--- src/rtl/bcd_down_counter_pkg.sv ---
// Shared constants, helpers and operation encoding for the BCD down counter.
// The two digit helpers are the only places where the 0..9 range is enforced.
package bcd_down_counter_pkg;

    localparam int          DIGIT_W  = 4;
    localparam logic [3:0]  BCD_MAX  = 4'd9;
    localparam logic [3:0]  BCD_ZERO = 4'd0;

    // Operation selected on a clock edge, already resolved for priority.
    typedef enum logic [1:0] {
        OP_IDLE  = 2'd0,
        OP_LOAD  = 2'd1,
        OP_DEC   = 2'd2,
        OP_RESET = 2'd3
    } op_e;

    // Any non-decimal nibble (A..F) is loaded as 9.
    function automatic logic [DIGIT_W-1:0] clampDigit(input logic [DIGIT_W-1:0] d);
        return (d > BCD_MAX) ? BCD_MAX : d;
    endfunction

    // One decade step downwards; 0 rolls to 9 and the caller handles the borrow.
    function automatic logic [DIGIT_W-1:0] decDigit(input logic [DIGIT_W-1:0] d);
        return (d == BCD_ZERO) ? BCD_MAX : d - 4'd1;
    endfunction

endpackage

--- src/rtl/bcd_down_counter_digit.sv ---
// One BCD decade of the down counter: clamp-on-load register with a 0 -> 9
// borrow step. Borrow ripples onwards only while this digit sits at zero.
module bcd_digit_down
    import bcd_down_counter_pkg::*;
(
    input  logic               clk,
    input  logic               rst,
    input  logic               load,
    input  logic [DIGIT_W-1:0] load_digit,
    input  logic               borrow_in,
    output logic [DIGIT_W-1:0] digit,
    output logic               is_zero,
    output logic               borrow_out
);

    logic [DIGIT_W-1:0] digit_d;
    logic [DIGIT_W-1:0] digit_q;

    always_comb begin
        digit_d = digit_q;
        if (load) begin
            digit_d = clampDigit(load_digit);
        end else if (borrow_in) begin
            digit_d = decDigit(digit_q);
        end
    end

    always_ff @(posedge clk) begin
        if (rst) begin
            digit_q <= BCD_ZERO;
        end else begin
            digit_q <= digit_d;
        end
    end

    assign digit      = digit_q;
    assign is_zero    = (digit_q == BCD_ZERO);
    assign borrow_out = borrow_in & is_zero;

endmodule

--- src/rtl/bcd_down_counter.sv ---
// Multi-digit BCD down counter with parallel load, terminal-count flags and
// optional wrap from all-zero to all-nines.
module bcd_down_counter
    import bcd_down_counter_pkg::*;
#(
    parameter int DIGITS = 2,
    parameter bit WRAP   = 1'b0
) (
    input  logic                    clk,
    input  logic                    rst,
    input  logic                    load,
    input  logic [4*DIGITS-1:0]     load_val,
    input  logic                    en,
    output logic [4*DIGITS-1:0]     count,
    output logic                    zero,
    output logic                    done,
    output logic                    wrapped
);

    logic [DIGITS:0]        borrow;
    logic [DIGITS-1:0]      digitZero;
    logic [4*DIGITS-1:0]    countVal;
    logic                   allZero;
    logic                   upperZero;
    logic                   isOne;
    logic                   loadZero;
    op_e                    op;

    logic zero_d, zero_q;
    logic done_d, done_q;
    logic wrapped_d, wrapped_q;

    // Without WRAP the chain is never started at zero, so the count holds.
    assign allZero   = &digitZero;
    assign borrow[0] = WRAP ? (en & ~load) : (en & ~load & ~allZero);

    for (genvar k = 0; k < DIGITS; k++) begin : g_digit
        bcd_digit_down u_digit (
            .clk        (clk),
            .rst        (rst),
            .load       (load),
            .load_digit (load_val[DIGIT_W*k +: DIGIT_W]),
            .borrow_in  (borrow[k]),
            .digit      (countVal[DIGIT_W*k +: DIGIT_W]),
            .is_zero    (digitZero[k]),
            .borrow_out (borrow[k+1])
        );
    end

    if (DIGITS == 1) begin : g_upper_one
        assign upperZero = 1'b1;
    end else begin : g_upper_many
        assign upperZero = &digitZero[DIGITS-1:1];
    end

    // Clamping never turns a nonzero digit into zero, so the raw preset suffices.
    assign isOne    = (countVal[DIGIT_W-1:0] == 4'd1) && upperZero;
    assign loadZero = (load_val == '0);

    always_comb begin
        op = OP_IDLE;
        if (rst) begin
            op = OP_RESET;
        end else if (load) begin
            op = OP_LOAD;
        end else if (en) begin
            op = OP_DEC;
        end
    end

    // Flags follow the value the digits take on this edge; a borrow out of the
    // top digit can only mean a wrap from all-zero.
    always_comb begin
        zero_d    = zero_q;
        done_d    = 1'b0;
        wrapped_d = 1'b0;
        case (op)
            OP_RESET: zero_d = 1'b1;
            OP_LOAD:  zero_d = loadZero;
            OP_DEC: begin
                if (allZero) begin
                    zero_d    = ~borrow[DIGITS];
                    wrapped_d = borrow[DIGITS];
                end else begin
                    zero_d = isOne;
                    done_d = isOne;
                end
            end
            default:  zero_d = zero_q;
        endcase
    end

    always_ff @(posedge clk) begin
        zero_q    <= zero_d;
        done_q    <= done_d;
        wrapped_q <= wrapped_d;
    end

    assign count   = countVal;
    assign zero    = zero_q;
    assign done    = done_q;
    assign wrapped = wrapped_q;

endmodule

--- config.mk ---
export PLATFORM = sky130hd
export DESIGN_NAME = bcd_down_counter
export DESIGN_NICKNAME = d
export VERILOG_FILES = /design/src/rtl/bcd_down_counter_pkg.sv /design/src/rtl/bcd_down_counter_digit.sv /design/src/rtl/bcd_down_counter.sv
export SDC_FILE = /design/constraint.sdc
export NUM_CORES = 1
export LEC_CHECK = 0
export BUFFER_PORTS_ARGS = -buffer_cell sky130_fd_sc_hd__buf_2
export CAP_MARGIN = 25
export CORE_MARGIN = 2
export CORE_UTILIZATION = 46
export DETAILED_ROUTE_END_ITERATION = 10
export GPL_TIMING_DRIVEN = 0
export MAX_ROUTING_LAYER = met4
export PLACE_DENSITY_LB_ADDON = 0.15
export SLEW_MARGIN = 20
export SYNTH_ARGS = -nofsm -noshare
export SYNTH_HDL_FRONTEND = slang
export SYNTH_HIERARCHICAL = 1
export SYNTH_SLANG_ARGS = --single-unit
--- constraint.sdc ---
create_clock -name clk -period 4.06 [get_ports clk]
set_input_delay 1.015 -clock clk [delete_from_list [all_inputs] [get_ports clk]]
set_output_delay 1.015 -clock clk [all_outputs]
set_load 0.05 [all_outputs]
=== After elaboration in Yosys (flattened, before gate mapping) ===
Index checks and enable logic that the tools add are counted.

* Add/subtract/negate cells: 2
* Equality and inequality tests: 4
* Bitwise gates (word level): 8
* $lt $le $gt $ge: 2
* Muxes and demuxes: 13
* Reductions and logical operators: 10

{| class="wikitable"
|+ Operator list
! cell !! count
|-
| two-way mux 4 bit || 8
|-
| > comparator 4 bit, second input constant || 2
|-
| logical NOT 4 bit || 2
|-
| logical NOT 8 bit || 1
|-
| subtractor 4 x 1 -> 4 bit, second input constant || 2
|-
| two-way mux 2 bit || 3
|-
| bitwise AND 1 bit || 4
|-
| equality test 2 bit, second input constant || 2
|-
| equality test 4 x 1 -> 1 bit, second input constant || 1
|-
| NOT 1 bit || 4
|-
| nonzero test 2 bit || 2
|-
| one-hot mux 1 bit (3 select lines) || 1
|-
| AND reduction 3 bit || 1
|-
| nonzero test 3 bit || 1
|-
| equality test 2 x 1 -> 1 bit, second input constant || 1
|-
| AND reduction 2 bit || 1
|-
| OR reduction 2 bit || 1
|-
| logical AND 1 bit || 1
|-
| two-way mux 1 bit || 1
|}

* Bits of input ports: 12
* Logic and storage cells: 44
* Flip-flop bits (word level): 11

=== Logic depth before layout (Yosys ltp) ===
* Depth after elaboration: 9
* Mapped depth: 9
* Depth with buffers taken out: 9

=== Hierarchy ===
The synthesis kept the hierarchy.

{| class="wikitable"
|+ Modules (own cells, without submodules)
! module !! instances !! sequential area each (sq um) !! cells an instance !! area an instance (sq um)
|-
| bcd_digit_down || 2 || 80.1 || 28 || 249.0
|-
| bcd_down_counter || 1 || 70.1 || 17 || 168.9
|}

=== Worst setup path after synthesis ===
Ideal clock, no wire load.

* Path type: input -> register
* Start point: input port en
* End point: register zero_q (netlist: zero) (data pin)
* Path slack: 0.551 ns
* Stages on the path: 9
* Data arrival time: 3.244 ns
* Path buffers: 0
* Cells stage by stage: or2b_1 a21oi_1 or3b_4 nor3_1 or3b_4 nor3_1 nand3b_1 a21oi_1 or3_1

* Cells in the longest elaborated chain, start to end: 7
* Elaborated cells between the ends (all ways): 13
* Those cells by class: eq/ne (3); mux (5); bitwise (5)

{| class="wikitable"
|+ RTL lines
! what !! RTL line !! RTL
|-
| from (decl) || bcd_down_counter.sv:13 || <nowiki>input logic en,</nowiki>
|-
| bitwise AND 1 bit (2 in a row) || bcd_down_counter.sv:35 || <nowiki>assign borrow[0] = WRAP ? (en & ~load) : (en & ~load & ~allZero);</nowiki>
|-
| named net borrow[0] || bcd_down_counter.sv:20 || <nowiki>logic [DIGITS:0] borrow;</nowiki>
|-
| bitwise AND 1 bit || bcd_down_counter_digit.sv:38 || <nowiki>assign borrow_out = borrow_in & is_zero;</nowiki>
|-
| named net borrow[1] || bcd_down_counter.sv:20 ||
|-
| bitwise AND 1 bit || bcd_down_counter_digit.sv:38 ||
|-
| named net borrow[2] || bcd_down_counter.sv:20 ||
|-
| NOT 1 bit || bcd_down_counter.sv:82 || <nowiki>zero_d = ~borrow[DIGITS];</nowiki>
|-
| two-way mux 1 bit || bcd_down_counter.sv:81 || <nowiki>if (allZero) begin</nowiki>
|-
| one-hot mux 1 bit (3 select lines) || bcd_down_counter.sv:77 || <nowiki>case (op)</nowiki>
|-
| named net zero_d || bcd_down_counter.sv:29 || <nowiki>logic zero_d, zero_q;</nowiki>
|-
| to (signal assigned) || bcd_down_counter.sv:94 || <nowiki>zero_q <= zero_d;</nowiki>
|-
| to (decl) || bcd_down_counter.sv:29 ||
|}

The timed path passes the listed nets, and every way through them passes these cells.
A chain may end at the register's enable or synchronous reset.

=== Worst setup path in the final report ===
* Start point: input port load
* End point: register zero_q (netlist: zero) (data pin)

* Cells in the longest elaborated chain, start to end: 8
* Elaborated cells between the ends (all ways): 13
* Those cells by class: eq/ne (3); mux (4); bitwise (6)

{| class="wikitable"
|+ RTL lines
! what !! RTL line !! RTL
|-
| from (decl) || bcd_down_counter.sv:11 || <nowiki>input logic load,</nowiki>
|-
| NOT 1 bit || bcd_down_counter.sv:35 ||
|-
| bitwise AND 1 bit (2 in a row) || bcd_down_counter.sv:35 ||
|-
| named net borrow[0] || bcd_down_counter.sv:20 ||
|-
| bitwise AND 1 bit || bcd_down_counter_digit.sv:38 ||
|-
| named net borrow[1] || bcd_down_counter.sv:20 ||
|-
| bitwise AND 1 bit || bcd_down_counter_digit.sv:38 ||
|-
| named net borrow[2] || bcd_down_counter.sv:20 ||
|-
| NOT 1 bit || bcd_down_counter.sv:82 ||
|-
| two-way mux 1 bit || bcd_down_counter.sv:81 ||
|-
| one-hot mux 1 bit (3 select lines) || bcd_down_counter.sv:77 ||
|-
| named net zero_d || bcd_down_counter.sv:29 ||
|}

The timed path passes the listed nets, and every way through them passes these cells.

==> results.md <==
- Crit path kind: input pin to flop
- Fin crit share: 91.33%
- Root buf cell: clkbuf_4
- Post-synth top area share: 30.02%
- EDFF count, synth: 1
- Setup TNS: 0 ns
- RSZ-0062 raised after global routing: false
- Fill cell count: 126
- Mapped Area: 666.9 µm²
- Area of the multi-input gates: 374.1 µm²
- Clock skew: 0.002802 ns
- Area delta synth->final: 23.26%
- Max frequency: 269.7 MHz
- CP startpoint kind: input pin
- Cts hold-fix bufs: 0
- Clock power frac: 27.0%
- Core area: 0.001334 mm²
- Port bufs: 22
- Die area: 0.001770 mm²
- Met3 GRT Util: 3.017%
- Via count: 645
- Worst Tran Pin Value: 0.5601 ns
- R2R cell count: 9
- Worst Path Required: 4.07 ns
- Detail Route Antenna Nets: 0
- Worst Setup Slack post-DPL: 0.07538 ns
- R2r setup slk: 0.85 ns
- Starting Density: 50.00%
- Power Density: 334.9 mW/mm²
- Die W: 42.08 µm
- Terminus of the critical flop-to-flop path: zero
- Hold WS: 0.5615 ns
- Initial antenna violation count: 0
- P_sw: 92.15 µW
- CP arrival: 3.72 ns
- Synth top cells by count: dfxtp_1, inv_1, nor2_1, a21oi_1
- CTS tree: yes
- GP Congestion: 0.7383
- Min Tclk post-route: 3.708 ns
- Total GRT Usage: 17.42%
- Diodes inserted: 0
- Asr flop ratio synth: 0%
- Count leader, synth: dfxtp_1
- I/O pin total: 23
- Max-Cap Viols: 0
- Met1 usage: 21.64%
- DR DRC count: 0
- Syn_nets: 85
- CTS clk-pin slew, worst paths: 0.07 ns
- Sink Count: 11
- Slew HR: 62.32%
- Syn Area/Cell: 9.135 µm²
- TritonRoute pass-1 iters: 3
- VDD IR max: 0.1661 mV
- CTS H-tree depth: 1
- Register area: 230.2 µm²
- Die H: 42.08 µm
- Distinct cells, synth: 30
- Final worst setup slack: 0.3518 ns
- Number of global-route vias before repair: 578
- HPWL after DPL: 1141 µm
- Setup bufs post-CTS: 0
- CTS resizes: 0
- WL/cell: 12.72 µm
- FF+latch count, synth: 11
- Top_reg_cell synth: dfxtp_1
- Layout cell share with drive strength beyond 1: 33.33%
- Final setup viols: 0
- Leakage power: 0.3862 nW
- Layer with the highest usage: met2
- Status: complete, no violations
- Slew Limit Fails: 0
- CP endpoint: zero
- Nets@finish: 112
- Sequential power share: 45.0%
- Logic pwr share: 28.0%
- TritonCTS Buffers: 3
- Via density: 5.658
- Placement row count: 13
- Syn Inst Count: 73
- Total congestion overflow: 0
- Clock buffer depth: 2
- Seq/Total Area, Yosys: 34.52%
- Finished Core Util: 61.63%
- Met2 Usage GRT: 27.81%
- P_int: 183.1 µW
- First-pass GRT wire length: 2359 µm
- CP startpoint: load
- DRT iter0 DRCs: 11
- Clk_lat worst skew: 0.26 ns
- DRT Wirelength: 1450 µm
- Largest net degree at the start of global routing: 14
- Main area contributors after synthesis: dfxtp_1, buf_12, edfxtp_1, inv_1, nand3b_1
- Crit path capture type: flop
- PnR Total Power: 275.3 µW
- Switching share of total power: 33.48%
- Tightest Hold Check Type: flop to flop
- Worst r2r src: g_digit[0].u_digit/digit[2]
- Final hold vios: 0
- Number of synthesis warnings: 6
- Synth area leader: dfxtp_1
- CP Max Fanout: 7
==> cells by family after synthesis <==
group | after synthesis | share of synthesized area (%)
and+or+nand+nor | 33 | 32.83
AOI/OAI and AO/OA | 17 | 17.64
DFF | 11 | 34.52
buffers and inverters | 8 | 9.381
xor gates and xnor gates | 2 | 2.627
muxes | 2 | 3.002
==> critical path, stage by stage <==
cell and delay (ns):
buf_2 0.16, or2b_1 0.23, a21oi_1 0.25, or3b_4 0.45
nor3_1 0.34, or3b_4 0.46, nor3_1 0.24, nand3b_1 0.15
a21oi_1 0.06, or3_1 0.36
==> worst min path at each step <==
stage,start,endpoint,slack (ns),cells past startpoint
after floorplan,g_digit[1].u_digit/digit[1],g_digit[1].u_digit/digit[1],0.75,2
after global placement,g_digit[1].u_digit/digit[1],g_digit[1].u_digit/digit[1],0.53,2
after detailed placement,g_digit[1].u_digit/digit[1],g_digit[1].u_digit/digit[1],0.55,2
after CTS,g_digit[1].u_digit/digit[1],g_digit[1].u_digit/digit[1],0.56,2
after global routing,g_digit[0].u_digit/digit[1],g_digit[0].u_digit/digit[1],0.59,2
final,g_digit[1].u_digit/digit[1],g_digit[1].u_digit/digit[1],0.56,2
==> state kept, by name, indices dropped and copies added, names as in the netlist <==
signal and flops:
done 1, g_digit.u_digit/digit 8, zero 1, wrapped 1
==> per-layer routing <==
metal  wire length [µm]  vias up
met5                  0        -
met4                 17        0
met3                 68        2
met2                675       15
met1                688      295
li1                   -      333
==> power groups by stage <==
stage	Combinational (mW)	Clock, mW	Sequential [mW]
2_1_floorplan	0.0335	0	0.148
3_3_place_gp	0.0763	0	0.126
3_5_place_dp	0.0772	0	0.127
4_1_cts	0.0774	0.0773	0.124
5_1_grt	0.0832	0.0830	0.125
6_report	0.0771	0.0742	0.124
==> metrics by stage <==
stage	std cells	cell area, µm²
after global placement	110	795.8
after detailed placement	110	795.8
final	114	822.0
after CTS	114	822.0
after global routing	114	822.0
after floorplan	73	666.9
==> area by class of cell <==
cell class	instances	share of cell area [%]
Tap cell	15	2.283
Clock buffer	4	3.196
Buffer	2	4.871
Timing Repair Buffer	22	13.39
Inverter	6	2.740
Sequential cell	11	28.01
Multi-Input combinational cell	54	45.51
==> layout by cell type (no fill, tap or decap) <==
cell type | netlist | layout
nor3b_1 | 1 | 1
nand3b_1 | 3 | 3
mux2i_1 | 2 | 2
o21ai_0 | 2 | 2
nand4_1 | 2 | 2
nor2b_1 | 2 | 2
edfxtp_1 | 1 | 1
a311oi_1 | 2 | 2
a31oi_1 | 2 | 2
or2b_1 | 1 | 1
or3_1 | 3 | 3
nor3_1 | 2 | 2
nor4b_1 | 1 | 1
or3_2 | 1 | 1
a21oi_1 | 4 | 4
o31ai_1 | 2 | 2
buf_12 | 2 | 2
or3b_4 | 2 | 2
buf_2 | 0 | 22
and4b_1 | 1 | 1
xor2_1 | 2 | 2
and4_2 | 1 | 1
nor2_1 | 6 | 6
a41o_1 | 1 | 1
nor4_1 | 3 | 3
clkbuf_1 | 0 | 1
o21a_1 | 2 | 2
o31a_1 | 2 | 2
dfxtp_1 | 10 | 10
clkbuf_4 | 0 | 3
inv_1 | 6 | 6
nand3_1 | 2 | 2
or2b_2 | 2 | 2
Note: power is estimated with default switching activity, not from simulation.
